**config.mk**
```make
export PLATFORM = sky130hd
export DESIGN_NAME = simpleuart_tx
export DESIGN_NICKNAME = d
export VERILOG_FILES = /design/src/rtl/simpleuart_tx.sv
export SDC_FILE = /design/constraint.sdc
export NUM_CORES = 1
export LEC_CHECK = 0
export BUFFER_PORTS_ARGS = -buffer_cell sky130_fd_sc_hd__buf_4
export CORE_ASPECT_RATIO = 1.4
export CORE_MARGIN = 2
export CORE_UTILIZATION = 55
export DETAILED_ROUTE_END_ITERATION = 10
export HOLD_SLACK_MARGIN = 0.1
export PLACE_DENSITY = 0.73
export SYNTH_ARGS = -nofsm -noshare
export SYNTH_HDL_FRONTEND = slang
export SYNTH_SLANG_ARGS = --single-unit
```
**constraint.sdc**
```tcl
create_clock -name wb_clk_i -period 3.95 [get_ports wb_clk_i]
set_clock_uncertainty 0.2 [all_clocks]
set_input_delay 1.185 -clock wb_clk_i [delete_from_list [all_inputs] [get_ports wb_clk_i]]
set_output_delay 1.185 -clock wb_clk_i [all_outputs]
set_load 0.05 [all_outputs]
```
**src/rtl/simpleuart_tx.sv**
```systemverilog
// -----------------------------------------------------------------------------
// simpleuart_tx
//
// Purpose:
//   Byte-oriented UART transmitter with a small transmit FIFO. Bytes are
//   queued through a valid/ready push interface and sent as 8N1 frames
//   (one start bit, eight data bits LSB first, one stop bit). The bit period
//   is latched from cfg_div when a byte is popped, so each frame is exactly
//   10*P clock cycles long. When another byte is waiting at the end of a
//   stop bit, the next start bit follows with no idle gap.
//
// Ports:
//   wb_clk_i    in   1   clock; all state changes on its rising edge
//   wb_rst_i    in   1   asynchronous active-high reset
//   cfg_div     in  16   bit period in clock cycles (values below 2 act as 2)
//   enable      in   1   permits new frames to start
//   in_data     in   8   byte to enqueue
//   in_valid    in   1   in_data is valid
//   in_ready    out  1   FIFO has room (registered state only)
//   ser_tx      out  1   serial line, idle high, driven from a flop
//   tx_busy     out  1   a frame is in progress
//   fifo_level  out  5   number of queued bytes, 0..FIFO_DEPTH
// -----------------------------------------------------------------------------
module simpleuart_tx #(
    parameter int FIFO_DEPTH = 8
) (
    input  logic        wb_clk_i,
    input  logic        wb_rst_i,
    input  logic [15:0] cfg_div,
    input  logic        enable,
    input  logic [7:0]  in_data,
    input  logic        in_valid,
    output logic        in_ready,
    output logic        ser_tx,
    output logic        tx_busy,
    output logic [4:0]  fifo_level
);

    localparam int         AW      = (FIFO_DEPTH > 1) ? $clog2(FIFO_DEPTH) : 1;
    localparam logic [4:0] DEPTH_L = 5'(FIFO_DEPTH);

    typedef enum logic [1:0] {
        IDLE  = 2'd0,
        START = 2'd1,
        DATA  = 2'd2,
        STOP  = 2'd3
    } state_t;

    // ---------------------------------------------------------------------
    // FIFO storage and bookkeeping
    // ---------------------------------------------------------------------
    logic [7:0]    r_mem [FIFO_DEPTH];
    logic [AW-1:0] r_wr_ptr;
    logic [AW-1:0] r_rd_ptr;
    logic [4:0]    r_level;

    // ---------------------------------------------------------------------
    // Transmit FSM state
    // ---------------------------------------------------------------------
    state_t      r_state;
    logic [15:0] r_period;   // bit period latched at the pop of this frame
    logic [15:0] r_cnt;      // cycle counter within the current bit
    logic [2:0]  r_bit_cnt;  // data bit index, 0..7
    logic [7:0]  r_shift;    // remaining data bits, current bit in [0]
    logic        r_ser_tx;
    logic        r_busy;

    logic        w_push;
    logic        w_pop;
    logic        w_bit_end;
    logic [15:0] w_period_sel;
    logic [7:0]  w_head;

    // in_ready depends only on the registered level, so a pop in the same
    // cycle never frees a slot combinationally.
    assign in_ready     = (r_level != DEPTH_L);
    assign w_push       = in_valid && in_ready;
    assign w_bit_end    = (r_cnt == (r_period - 16'd1));
    assign w_period_sel = (cfg_div < 16'd2) ? 16'd2 : cfg_div;

    // The head byte must be available in the pop cycle itself (the pop and
    // the shift-register load share one edge), hence the direct array read.
    assign w_head       = r_mem[r_rd_ptr];

    // A pop starts a frame either from idle or on the very last stop-bit
    // cycle, which is what gives back-to-back frames no idle gap.
    assign w_pop = enable && (r_level != 5'd0) &&
                   ((r_state == IDLE) || ((r_state == STOP) && w_bit_end));

    assign ser_tx     = r_ser_tx;
    assign tx_busy    = r_busy;
    assign fifo_level = r_level;

    // Storage is not reset; the pointers and level define which entries
    // are meaningful.
    always_ff @(posedge wb_clk_i) begin
        if (w_push && !wb_rst_i) begin
            r_mem[r_wr_ptr] <= in_data;
        end
    end

    // Pointers wrap naturally because the depth is a power of two.
    always_ff @(posedge wb_clk_i or posedge wb_rst_i) begin
        if (wb_rst_i) begin
            r_wr_ptr <= '0;
            r_rd_ptr <= '0;
            r_level  <= 5'd0;
        end else begin
            if (w_push) begin
                r_wr_ptr <= r_wr_ptr + 1'b1;
            end
            if (w_pop) begin
                r_rd_ptr <= r_rd_ptr + 1'b1;
            end
            case ({w_push, w_pop})
                2'b10:   r_level <= r_level + 5'd1;
                2'b01:   r_level <= r_level - 5'd1;
                default: r_level <= r_level;
            endcase
        end
    end

    // Transmit FSM with registered line and busy outputs.
    always_ff @(posedge wb_clk_i or posedge wb_rst_i) begin
        if (wb_rst_i) begin
            r_state   <= IDLE;
            r_period  <= 16'd2;
            r_cnt     <= 16'd0;
            r_bit_cnt <= 3'd0;
            r_shift   <= 8'd0;
            r_ser_tx  <= 1'b1;
            r_busy    <= 1'b0;
        end else if (w_pop) begin
            // Load the next frame: the start bit appears on the line from
            // the following cycle and lasts a full period.
            r_state   <= START;
            r_period  <= w_period_sel;
            r_cnt     <= 16'd0;
            r_bit_cnt <= 3'd0;
            r_shift   <= w_head;
            r_ser_tx  <= 1'b0;
            r_busy    <= 1'b1;
        end else begin
            case (r_state)
                IDLE: begin
                    r_ser_tx <= 1'b1;
                    r_busy   <= 1'b0;
                    r_cnt    <= 16'd0;
                end
                START: begin
                    if (w_bit_end) begin
                        r_cnt    <= 16'd0;
                        r_ser_tx <= r_shift[0];
                        r_state  <= DATA;
                    end else begin
                        r_cnt <= r_cnt + 16'd1;
                    end
                end
                DATA: begin
                    if (w_bit_end) begin
                        r_cnt <= 16'd0;
                        if (r_bit_cnt == 3'd7) begin
                            r_ser_tx <= 1'b1;
                            r_state  <= STOP;
                        end else begin
                            r_bit_cnt <= r_bit_cnt + 3'd1;
                            r_shift   <= {1'b0, r_shift[7:1]};
                            r_ser_tx  <= r_shift[1];
                        end
                    end else begin
                        r_cnt <= r_cnt + 16'd1;
                    end
                end
                STOP: begin
                    // The pop case is handled above; reaching the end of
                    // the stop bit here means nothing may start.
                    if (w_bit_end) begin
                        r_cnt   <= 16'd0;
                        r_busy  <= 1'b0;
                        r_state <= IDLE;
                    end else begin
                        r_cnt <= r_cnt + 16'd1;
                    end
                end
                default: begin
                    r_state  <= IDLE;
                    r_ser_tx <= 1'b1;
                    r_busy   <= 1'b0;
                end
            endcase
        end
    end

endmodule

```
# Word level (Yosys, flattened, before mapping)
# Memory sizes are Yosys's and may differ from the RTL's.
# Cells that the tools add are included.
word_totals:
  word_cells: 81
  n_memories: 1
  ff_bits: 58
  mem_bits_rw: 64
  output_inout_bits: 8
  in_bits: 28
classes:
  eq_ne: 13
  n_lt_le_gt_ge: 1
  addsub: 7
  reduce_logical: 20
  mux: 29
mem_list:
  columns: ["memory", "words", "width", "read_ports", "rd_ports_with_merged_regs", "write_ports", "line_no", "source"]
  rows:
  - ["r_mem", 8, 8, 1, 0, 1, "52", "logic [7:0] r_mem [FIFO_DEPTH];"]
ops:
  columns: ["operator", "n"]
  rows:
  - ["$mux W16", 3]
  - ["$mux W8", 4]
  - ["$pmux W16 S2", 1]
  - ["$add A16 B1 Y16 const B", 1]
  - ["$eq A16 B16 Y1", 1]
  - ["$lt A16 B2 Y1 const B", 1]
  - ["$sub A16 B1 Y16 const B", 1]
  - ["$mux W3", 4]
  - ["$ne A3 B3 Y1 const B", 4]
  - ["$mux W2", 5]
  - ["$pmux W5 S2", 1]
  - ["$add A3 B1 Y3 const B", 3]
  - ["$mux W1", 8]
  - ["$reduce_bool A4 Y1", 2]
  - ["$eq A2 B2 Y1 const B", 3]
  - ["$pmux W2 S3", 1]
  - ["$reduce_and A3 Y1", 2]
  - ["$reduce_bool A2 Y1", 3]
  - ["$add A5 B1 Y5 const B", 1]
  - ["$logic_and A1 B1 Y1", 5]
  - ["$ne A5 B4 Y1 const B", 1]
  - ["$reduce_and A5 Y1", 1]
  - ["$reduce_bool A5 Y1", 1]
  - ["$sub A5 B1 Y5 const B", 1]
  - ["11 further kinds", 12]

# Depth between registers and ports, before layout
# Gate-level depths: netlist (run 1).
logic_depth:
  word_depth: 7
  depth_mapped: 20

# Least setup slack after synthesis (run 1)
# OpenSTA, ideal clock, no wires.
synth_path:
  path_kind: "reg2reg"
  from: "register r_period[2]"
  to: "register r_level[4] (netlist: fifo_level[4])"
  stages_incl_launch_ff: 20
  arrival_time_ns: 3.742
  period_less_slack_ns: 4.086
  slack_ns: -0.136
  setup_time_ns: 0.144
  n_path_buf: 2
  path_cell_list: "dfrtp_1 > buf_2 > or3_1 > or3_1 > a22o_1 > a21oi_1 > nand4b_2 > o31ai_4 > nand2_4 > buf_2 > inv_1 > ha_1 > inv_1 > fa_1 > inv_1 > a21o_1 > a21oi_1 > xnor2_1 > nor2_1 > xor2_1"
synth_between:
  elab_chain_len: 7
  elab_cells_between_ends: 9
synth_rtl:
  columns: ["item", "line_no", "source"]
  rows:
  - ["start: declaration", "61", "logic [15:0] r_period;"]
  - ["start signal: assignment", "137", "r_period <= w_period_sel;"]
  - ["$sub A16 B1 Y16 *", "78", "assign w_bit_end = (r_cnt == (r_period - 16'd1));"]
  - ["$eq A16 B16 Y1 *", "78", null]
  - ["$logic_and A1 B1 Y1 *", "88", "((r_state == IDLE) || ((r_state == STOP) && w_bit_end));"]
  - ["$logic_or A1 B1 Y1 *", "88", null]
  - ["$logic_and A1 B1 Y1 *", "87", "assign w_pop = enable && (r_level != 5'd0) &&"]
  - ["via w_pop", "69", "logic w_pop;"]
  - ["$eq A2 B1 Y1 / $eq A2 B2 Y1 (equally long branches)", "115", "case ({w_push, w_pop})"]
  - ["$pmux W5 S2 / $reduce_bool A2 Y1 (equally long branches)", null, null]
  - ["end signal: assignment", "116", "2'b10: r_level <= r_level + 5'd1;"]
  - ["end signal: assignment", "117", "2'b01: r_level <= r_level - 5'd1;"]
  - ["end signal: assignment", "118", "default: r_level <= r_level;"]
  - ["end: declaration", "55", "logic [4:0] r_level;"]
# The timed path passes the listed nets; every way through them passes the cells marked *.
# A chain may end at the register's enable or synchronous reset.

# Final worst setup path (run 1)
layout_path:
  from: "register r_period[6]"
  to: "register r_level[4] (netlist: fifo_level[4])"
# Same word-level chain as after synthesis.

==> impl_metrics.csv, run 1 <==
group,metric,value,unit
sta,period_minus_slack,3.86,ns
clock_tree,clockBufferDepth,2,
floorplanning,die_h,126,µm
global_routing,track_usage,0.226,
worst_setup_path,path_buf_inv,4,
sta,post-route-period-util,0.977,
global_routing,grt_antenna_before_repair,0,
yosys,ys_warn_count,0,
yosys,async_flop_share,0.475,
worst_setup_path,cpMaxStageDelayCell,"or4_4",
clock_tree,numCtsBuffers,17,
sta,fin_setup_tns,0,ns
yosys,synth_cell_types,57,
floorplanning,die_area,11600,µm²
power,pwr_density_cell,763,nW/µm²
sta,hold_viol_final,0,
detailed_routing,avgViaCountPerCell,5.77,
detailed_routing,first_pass_iters,4,
placement,port_buffers,35,
placement,place_congestion,0.893,
clock_tree,htreeDepth,4,
yosys,ys_top_cells_by_area,"edfxtp_1, dfrtp_1, mux4_2, mux2i_1, xnor2_1",
layout,num-fill-cells,714,
clock_tree,clk_pin_slew,0.06,ns
clock_tree,holdBufCountCts,0,
detailed_routing,drc,0,
worst_setup_path,path_delay_family,"simple AND/OR/NAND/NOR gates",
worst_setup_path,criticalPathCategory,"flip-flop to flip-flop",
sta,max_freq,259,MHz
yosys,syn_nets,478,
yosys,yosysTopAreaCell,"edfxtp_1",
sta,rsz0062_at_grt,"yes",
yosys,synth_edf_count,64,
layout,n_antenna_cell,0,
placement,dp_cells,613,
detailed_routing,vias,3756,
layout,final_cells,651,
power,irDropWorstVdd,540,µV
floorplanning,dieWidth,91.4,µm
layout,drive_above_1_share,0.294,
yosys,yosysSeqAreaShare,0.574,
floorplanning,rows,44,
worst_setup_path,worstPathArrival,3.96,ns
global_routing,grt_pass1_vias,3991,
worst_setup_path,required,4.05,ns
layout,multi_input_area,2440,µm²
floorplanning,core_area,10400,µm²
sta,max_slew_margin,0.267,
worst_setup_path,end_kind,"flip-flop",
worst_setup_path,crit_chain,"or4_4 -> nor3_4 -> buf_6 -> nand4_1 -> nor4_2 -> a21oi_2 -> o31ai_4 -> nand2_4 -> inv_2 -> ha_4 -> inv_4 -> fa_2 -> inv_2 -> a21o_1 -> a21oi_2 -> xnor2_1 -> nor2_1 -> xor2_1",
layout,nNetsFinal,544,
layout,seq_area,3380,µm²
global_routing,grt_max_degree,59,
worst_setup_path,path_max_fanout,4,
yosys,yosys_register_bits,122,
clock_tree,cts_tree,"built",
detailed_routing,first_iter_violations,158,
worst_setup_path,critPathMaxStageDelay,0.58,ns
global_routing,overflow,0,
yosys,avgSynthCellArea,13.6,µm²
yosys,synth_area,5890,µm²
power,p_leak,2.94,nW
hold_path,holdCritPathClass,"flip-flop to flip-flop",
layout,syn2layout_area_growth,21.5,%
status,status,"complete, no violations",
yosys,synth_ff_type,"edfxtp_1",
yosys,synth.top_cell.area_share,0.327,
detailed_routing,antenna_left,0,
yosys,netlist_instances,434,
sta,slew_violations,0,
floorplanning,ios,36,
detailed_routing,routedWlPerCell,18.6,µm
clock_tree,cts-root-buf,"clkbuf_16",
global_routing,grt_pass1_wl,19900,µm
detailed_routing,routed_wirelength,12100,µm
floorplanning,initial_core_util,0.566,
placement,dp.final_hpwl,7960,µm
sta,finalSetupViolCount,0,
power,finalPower,5.46,mW
sta,worst_slew_pin_slew,1.09,ns
clock_tree,clkLatencyLatePin,0.42,ns
worst_setup_path,cp-start-kind,"flip-flop",
clock_tree,clock_sinks,122,
flow_run,cap_violations,0,
## cells by family after synthesis
kind of cell | after synthesis | synth area share
AO/OA/AOI/OAI | 44 | 0.0538
AND/OR/NAND/NOR | 118 | 0.104
buffers and inverters | 30 | 0.0213
adder cells (fa/ha/maj) | 16 | 0.0353
flip-flops | 122 | 0.574
XOR/XNOR | 42 | 0.0648
multiplexers | 62 | 0.147
## per-stage QoR
stage | cell area (µm²) | hold slack, ns | utilization | setup WS (ns)
final | 7150 | 0.315 | 0.687 | 0.0926
after global routing | 7150 | 0.348 | 0.687 | -0.179
after CTS | 7060 | 0.318 | 0.678 | 0.0288
after detailed placement | 6430 | 0.309 | 0.618 | 0.0652
after global placement | 6430 | 0.306 | 0.618 | 0.192
after floorplan | 5920 | 0.291 | - | -0.0168
## synth_stat cells, types with 2 or more instances
cell type	n
xor2_1	17
o211a_1	2
inv_1	17
nand3_1	7
edfxtp_1	64
a21o_1	2
nor3_1	13
buf_1	3
a21oi_1	13
nand4_1	8
nor2_1	30
clkbuf_1	5
nand2b_1	6
mux4_2	16
dfrtp_1	56
o2111ai_1	2
and3_1	5
o31a_1	2
mux2_2	9
nor4_1	11
mux2_4	7
o21ai_0	8
xnor2_1	24
nor2b_1	3
and2_1	2
ha_1	15
nand2_1	22
dfstp_2	2
mux2i_1	30
or3_1	2
buf_2	4
o211ai_1	2
## layout by cell type, fill, tap and decap left out, drive strengths merged, types with 2 or more instances in the layout
cell	count
o2111ai	2
nor4	11
and2	3
a21o	2
nand2	23
dfrtp	56
bufinv	3
xor2	17
nor2b	3
xnor2	24
nand3	7
clkbuf	17
mux4	16
nor3	14
mux2	16
clkinv	2
o211a	2
ha	15
edfxtp	64
inv	26
buf	60
and3	5
or3	2
nand4	8
a21oi	13
mux2i	30
o31a	2
nor2	30
dfstp	2
nand2b	6
o21ai	9
nand4b	2
o211ai	2
## routing by layer
metal  track usage  wire length (µm)
met1         0.242              4640
met2         0.421              6780
met3        0.0517               384
met4        0.0945               279
met5             0                 0
## power by group
| part | internal, mW | switching [mW] | total, mW | leakage, nW |
|---|---|---|---|---|
| combinational | 0.888 | 0.889 | 1.78 | 1.34 |
| clock | 1.02 | 0.621 | 1.64 | 0.310 |
| sequential | 1.63 | 0.403 | 2.04 | 1.29 |
| total | 3.54 | 1.91 | 5.46 | 2.94 |
## sequential cells by signal, indices dropped and copies added, names as in the netlist
register	count
fifo_level	5
r_bit_cnt	3
r_cnt	16
r_mem	64
r_period	16
r_rd_ptr	3
r_shift	8
r_state	2
r_wr_ptr	3
ser_tx	1
tx_busy	1
## timing repair
action / CTS / global route
setup buffers: 0 / 6
resized for setup: 0 / 16
setup endpoints to repair: 0 / 2
## path summary, 6_finish.rpt
path / cells after the start / startpoint / endpoint / slack, ns
setup / recovery: 18 / r_period[6]$_DFFE_PP0N_ / fifo_level[4]$_DFFE_PP0P_ / 0.09
hold / removal: 1 / fifo_level[4]$_DFFE_PP0P_ / fifo_level[4]$_DFFE_PP0P_ / 0.32
setup reg to reg: 18 / r_period[6]$_DFFE_PP0N_ / fifo_level[4]$_DFFE_PP0P_ / 0.09
hold reg to reg: 1 / fifo_level[4]$_DFFE_PP0P_ / fifo_level[4]$_DFFE_PP0P_ / 0.32
max in group asynchronous: 3 / wb_rst_i / r_period[5]$_DFFE_PP0N_ / 2.16
min in group asynchronous: 3 / wb_rst_i / r_wr_ptr[0]$_DFFE_PP0P_ / 0.84
## final cells by class
class | instances | share of cell area
inverters | 17 | 0.00980
multi-input cells | 282 | 0.342
repair buffers | 60 | 0.0635
clock buffers | 17 | 0.0595
well taps | 138 | 0.0242
flip-flops and latches | 122 | 0.473
clock inverters | 15 | 0.0284
Power figures use the tool's default switching activity.
==> run 2: changes to the inputs <==
Settings changed: CORE_ASPECT_RATIO 1.4 to default.
==> impl_metrics.csv, run 2 (same netlist as run 1, synthesis figures left out) <==
group,metric,value,unit
status,status,"complete, no violations",
sta,slew_violations,0,
global_routing,track_usage,0.217,
power,irDropWorstVdd,508,µV
sta,hold_viol_final,0,
detailed_routing,routed_wirelength,11600,µm
detailed_routing,first_pass_iters,5,
placement,port_buffers,35,
global_routing,grt_use_met3,0.0642,
floorplanning,core_area,10400,µm²
power,pwr_density_cell,737,nW/µm²
power,p_leak,2.92,nW
worst_setup_path,required,4.15,ns
clock_tree,clkLatencyLatePin,0.52,ns
layout,largestRegisters,"r_mem: 64 flops, r_cnt: 16 flops, r_period: 16 flops",
layout,fin_util,0.685,
floorplanning,die_area,11500,µm²
placement,dp.final_hpwl,7480,µm
global_routing,grt_antenna_before_repair,0,
layout,nNetsFinal,546,
worst_setup_path,worstPathArrival,3.94,ns
clock_tree,cts-root-buf,"clkbuf_8",
global_routing,grt_max_degree,59,
global_routing,overflow,0,
sta,finalSetupViolCount,0,
worst_setup_path,cpMaxStageDelayCell,"or4_4",
clock_tree,clk_pin_slew,0.06,ns
layout,n_antenna_cell,0,
clock_tree,htreeDepth,4,
detailed_routing,first_iter_violations,241,
power,finalPower,5.24,mW
sta,period_minus_slack,3.74,ns
floorplanning,ios,36,
flow_run,cap_violations,0,
detailed_routing,avgViaCountPerCell,5.69,
global_routing,grtUsageMet2,0.354,
placement,dpl-instance-area,6430,µm²
detailed_routing,vias,3701,
sta,post-route-period-util,0.946,
floorplanning,rows,37,
layout,drive_above_1_share,0.293,
floorplanning,dieWidth,107,µm
worst_setup_path,critPathMaxStageDelay,0.56,ns
layout,syn2layout_area_growth,20.6,%
worst_setup_path,cp-start-kind,"flip-flop",
floorplanning,initial_core_util,0.568,
worst_setup_path,criticalPathCategory,"flip-flop to flip-flop",
layout,largest-register,"r_mem",
global_routing,grt_pass1_wl,18900,µm
layout,design_area,7100,µm²
worst_setup_path,path_max_fanout,4,
detailed_routing,drc,0,
sta,fin_setup_tns,0,ns
detailed_routing,routedWlPerCell,17.8,µm
layout,final_cell_mix,"edfxtp_1, buf_4, dfrtp_1, nor2_1, mux2i_1",
layout,layout_commonest_cell,"edfxtp_1",
clock_tree,clockBufferDepth,2,
placement,place_congestion,0.861,
floorplanning,die_h,107,µm
worst_setup_path,path_delay_family,"simple AND/OR/NAND/NOR gates",
sta,max_slew_margin,0.453,
global_routing,grt_pass1_vias,3820,
clock_tree,clock_sinks,122,
layout,largest_reg_flops,64,
sta,max_freq,268,MHz
global_routing,grt_busiest_layer,"met2",
global_routing,grt_util_met1,0.275,
hold_path,holdCritPathClass,"flip-flop to flip-flop",
worst_setup_path,end_kind,"flip-flop",
worst_setup_path,path_buf_inv,3,
detailed_routing,antenna_left,0,
sta,worst_slew_pin_slew,0.820,ns
worst_setup_path,path_common_cell,"inv_2",
clock_tree,numCtsBuffers,17,
sta,rsz0062_at_grt,"no",
clock_tree,cts_tree,"built",
worst_setup_path,crit_chain,"or4_4 -> nor3_4 -> o211ai_1 -> a211oi_4 -> nand4b_4 -> o31ai_4 -> nand2_4 -> inv_2 -> ha_4 -> inv_2 -> fa_2 -> inv_1 -> a21o_1 -> a21oi_1 -> xnor2_1 -> nor2_1 -> xor2_1",
-- run 2: report_power, final --
group          total [mW]  switching, mW  internal [mW]
clock network        1.44          0.594          0.846
logic                1.81          0.915          0.892
registers            1.99          0.356           1.63
-- run 2: through the flow --
step	hold slack (ns)	cells	setup slack [ns]
after floorplan	0.291	434	-0.0168
after global placement	0.302	611	0.154
after detailed placement	0.305	611	0.0166
after CTS	0.317	643	0.00732
after global routing	0.330	651	0.00815
final	0.312	651	0.213
-- run 2: path summary, 6_finish.rpt --
| check | end | slack [ns] | depth (start not counted) | startpoint |
|---|---|---|---|---|
| worst max-delay path | fifo_level[4]$_DFFE_PP0P_ | 0.21 | 17 | r_period[4]$_DFFE_PP0N_ |
| worst min-delay path | fifo_level[4]$_DFFE_PP0P_ | 0.31 | 1 | fifo_level[4]$_DFFE_PP0P_ |
| worst max register to register | fifo_level[4]$_DFFE_PP0P_ | 0.21 | 17 | r_period[4]$_DFFE_PP0N_ |
| worst min register to register | fifo_level[4]$_DFFE_PP0P_ | 0.31 | 1 | fifo_level[4]$_DFFE_PP0P_ |
| max in group asynchronous | r_period[4]$_DFFE_PP0N_ | 2.26 | 3 | wb_rst_i |
| min in group asynchronous | r_wr_ptr[1]$_DFFE_PP0P_ | 0.75 | 3 | wb_rst_i |
-- run 2: cell type report --
cell class	count	area, µm²
Multi-Input combinational cell	282	2460
Clock inverter	15	141
Timing Repair Buffer	62	465
Sequential cell	122	3380
Tap cell	136	170
Fill cell	730	3270
Clock buffer	17	414
Inverter	17	67.6
-- run 2: repair_timing --
action	4_1_cts	5_1_grt
gates resized for setup	1	13
endpoints found under the setup margin	1	2
setup buffers	0	8
hold buffers	0	0
pin swaps	0	9
-- run 2: routing by layer --
layer | up-vias | share of wire
met1 | 1843 | 0.45
met3 | 22 | 0.036
met2 | 83 | 0.50
met4 | 0 | 0.019
li1 | 1753 | -
met5 | - | 0
==> run 3: changes to the inputs <==
Settings changed: CORE_UTILIZATION 55 to 35, PLACE_DENSITY 0.73 to 0.5.
==> impl_metrics.csv, run 3 (same netlist as run 1, synthesis figures left out) <==
group,metric,value,unit
detailed_routing,first_pass_iters,4,
global_routing,overflow,0,
clock_tree,clkLatencyLatePin,0.42,ns
detailed_routing,first_iter_violations,248,
sta,worst_slew_pin_slew,0.806,ns
layout,largestRegisters,"r_mem: 64 flops, r_cnt: 16 flops, r_period: 16 flops",
worst_setup_path,end_kind,"flip-flop",
sta,max_slew_margin,0.463,
worst_setup_path,criticalPathCategory,"flip-flop to flip-flop",
status,status,"complete, no violations",
detailed_routing,avgViaCountPerCell,4.96,
clock_tree,clockBufferDepth,2,
layout,largest_reg_flops,64,
detailed_routing,drc,0,
floorplanning,initial_core_util,0.356,
floorplanning,dieWidth,134,µm
floorplanning,core_area,16500,µm²
placement,port_buffers,35,
layout,nNetsFinal,546,
clock_tree,clock_sinks,122,
worst_setup_path,path_max_fanout,4,
clock_tree,holdBufCountCts,0,
global_routing,track_usage,0.147,
clock_tree,cts_tree,"built",
clock_tree,cts-root-buf,"clkbuf_16",
sta,fin_setup_tns,0,ns
layout,largest-register,"r_mem",
flow_run,cap_violations,0,
floorplanning,die_area,17900,µm²
power,p_leak,2.92,nW
layout,layout_commonest_cell,"edfxtp_1",
global_routing,grt_pass1_vias,3775,
worst_setup_path,worstPathArrival,3.88,ns
hold_path,hold_depth,1,
layout,final_cells,735,
detailed_routing,routed_wirelength,12000,µm
sta,max_freq,268,MHz
detailed_routing,routedWlPerCell,16.3,µm
sta,post-route-period-util,0.946,
placement,dp.final_hpwl,8270,µm
detailed_routing,vias,3645,
sta,slew_violations,0,
floorplanning,rows,47,
layout,syn2layout_area_growth,22.3,%
clock_tree,numCtsBuffers,17,
layout,drive_above_1_share,0.287,
worst_setup_path,reg2reg_depth,17,
sta,hold_viol_final,0,
detailed_routing,antenna_left,0,
global_routing,grt_max_degree,59,
worst_setup_path,ff2ff_setup_slack,0.21,ns
worst_setup_path,cp-start-kind,"flip-flop",
global_routing,grt_antenna_before_repair,0,
worst_setup_path,required,4.09,ns
power,irDropWorstVdd,389,µV
clock_tree,clk_pin_slew,0.06,ns
sta,finalSetupViolCount,0,
global_routing,grt_pass1_wl,20000,µm
clock_tree,htreeDepth,4,
layout,final_cell_mix,"edfxtp_1, buf_4, dfrtp_1, nor2_1, mux2i_1",
hold_path,holdCritPathClass,"flip-flop to flip-flop",
layout,n_antenna_cell,0,
floorplanning,ios,36,
power,pwr_density_cell,730,nW/µm²
placement,dp_cells,699,
sta,rsz0062_at_grt,"no",
floorplanning,die_h,134,µm
sta,period_minus_slack,3.74,ns
placement,place_congestion,0.818,
## run 3: repair_timing
item | 4_1_cts | 5_1_grt
buffers inserted | 0 | 4
gates resized for setup | 0 | 8
setup endpoints to repair | 0 | 2
## run 3: worst paths after layout
path,start,endpoint
worst max register to register,r_period[4]$_DFFE_PP0N_,fifo_level[4]$_DFFE_PP0P_
worst min register to register,r_period[15]$_DFFE_PP0N_,r_period[15]$_DFFE_PP0N_
max in group asynchronous,wb_rst_i,r_period[3]$_DFFE_PP0N_
worst max-delay path,r_period[4]$_DFFE_PP0N_,fifo_level[4]$_DFFE_PP0P_
min in group asynchronous,wb_rst_i,r_wr_ptr[1]$_DFFE_PP0P_
worst min-delay path,r_period[15]$_DFFE_PP0N_,r_period[15]$_DFFE_PP0N_
## run 3: where the power goes
group | internal, mW | switching (mW)
combinational | 0.897 | 0.894
sequential | 1.63 | 0.363
clock | 0.880 | 0.596
## run 3: critical path: stages, from the launching register on
cell	delay [ns]
dfrtp_1	0.41
or4_4	0.56
nor3_4	0.25
o211ai_1	0.16
a211oi_2	0.27
nand4b_4	0.17
o31ai_4	0.32
nand2_4	0.08
inv_2	0.07
ha_4	0.14
inv_2	0.05
fa_2	0.35
inv_1	0.06
a21o_1	0.12
a21oi_2	0.06
xnor2_1	0.12
nor2_1	0.12
xor2_1	0.14
## run 3: per-layer routing
| layer | vias up | global-route usage | part of all wire | routed length (µm) |
|---|---|---|---|---|
| met3 | 13 | 0.0384 | 0.034 | 402 |
| met4 | 0 | 0.0550 | 0.014 | 173 |
| met1 | 1828 | 0.196 | 0.47 | 5650 |
| met5 | - | 0 | 0 | 0 |
| li1 | 1749 | - | - | - |
| met2 | 55 | 0.233 | 0.48 | 5750 |
## run 3: cell type report
cell class / instances / area, µm²
fill: 1522 / 9320
clock buffer: 18 / 429
sequential: 122 / 3380
tap: 220 / 275
inverter: 17 / 67.6
multi-input combinational: 282 / 2450
timing repair buffer: 62 / 465
clock inverter: 14 / 139
## run 3: metrics by stage
step	util	area, µm²	hold WS, ns	power, mW	setup slack, ns
final	0.436	7200	0.331	5.26	0.215
after global routing	0.436	7200	0.357	5.60	0.00151
after CTS	0.432	7140	0.331	5.29	0.0320
after detailed placement	0.398	6570	0.316	3.79	0.0543
after global placement	0.398	6570	0.308	3.77	0.123
after floorplan	-	5920	0.291	3.26	-0.0168
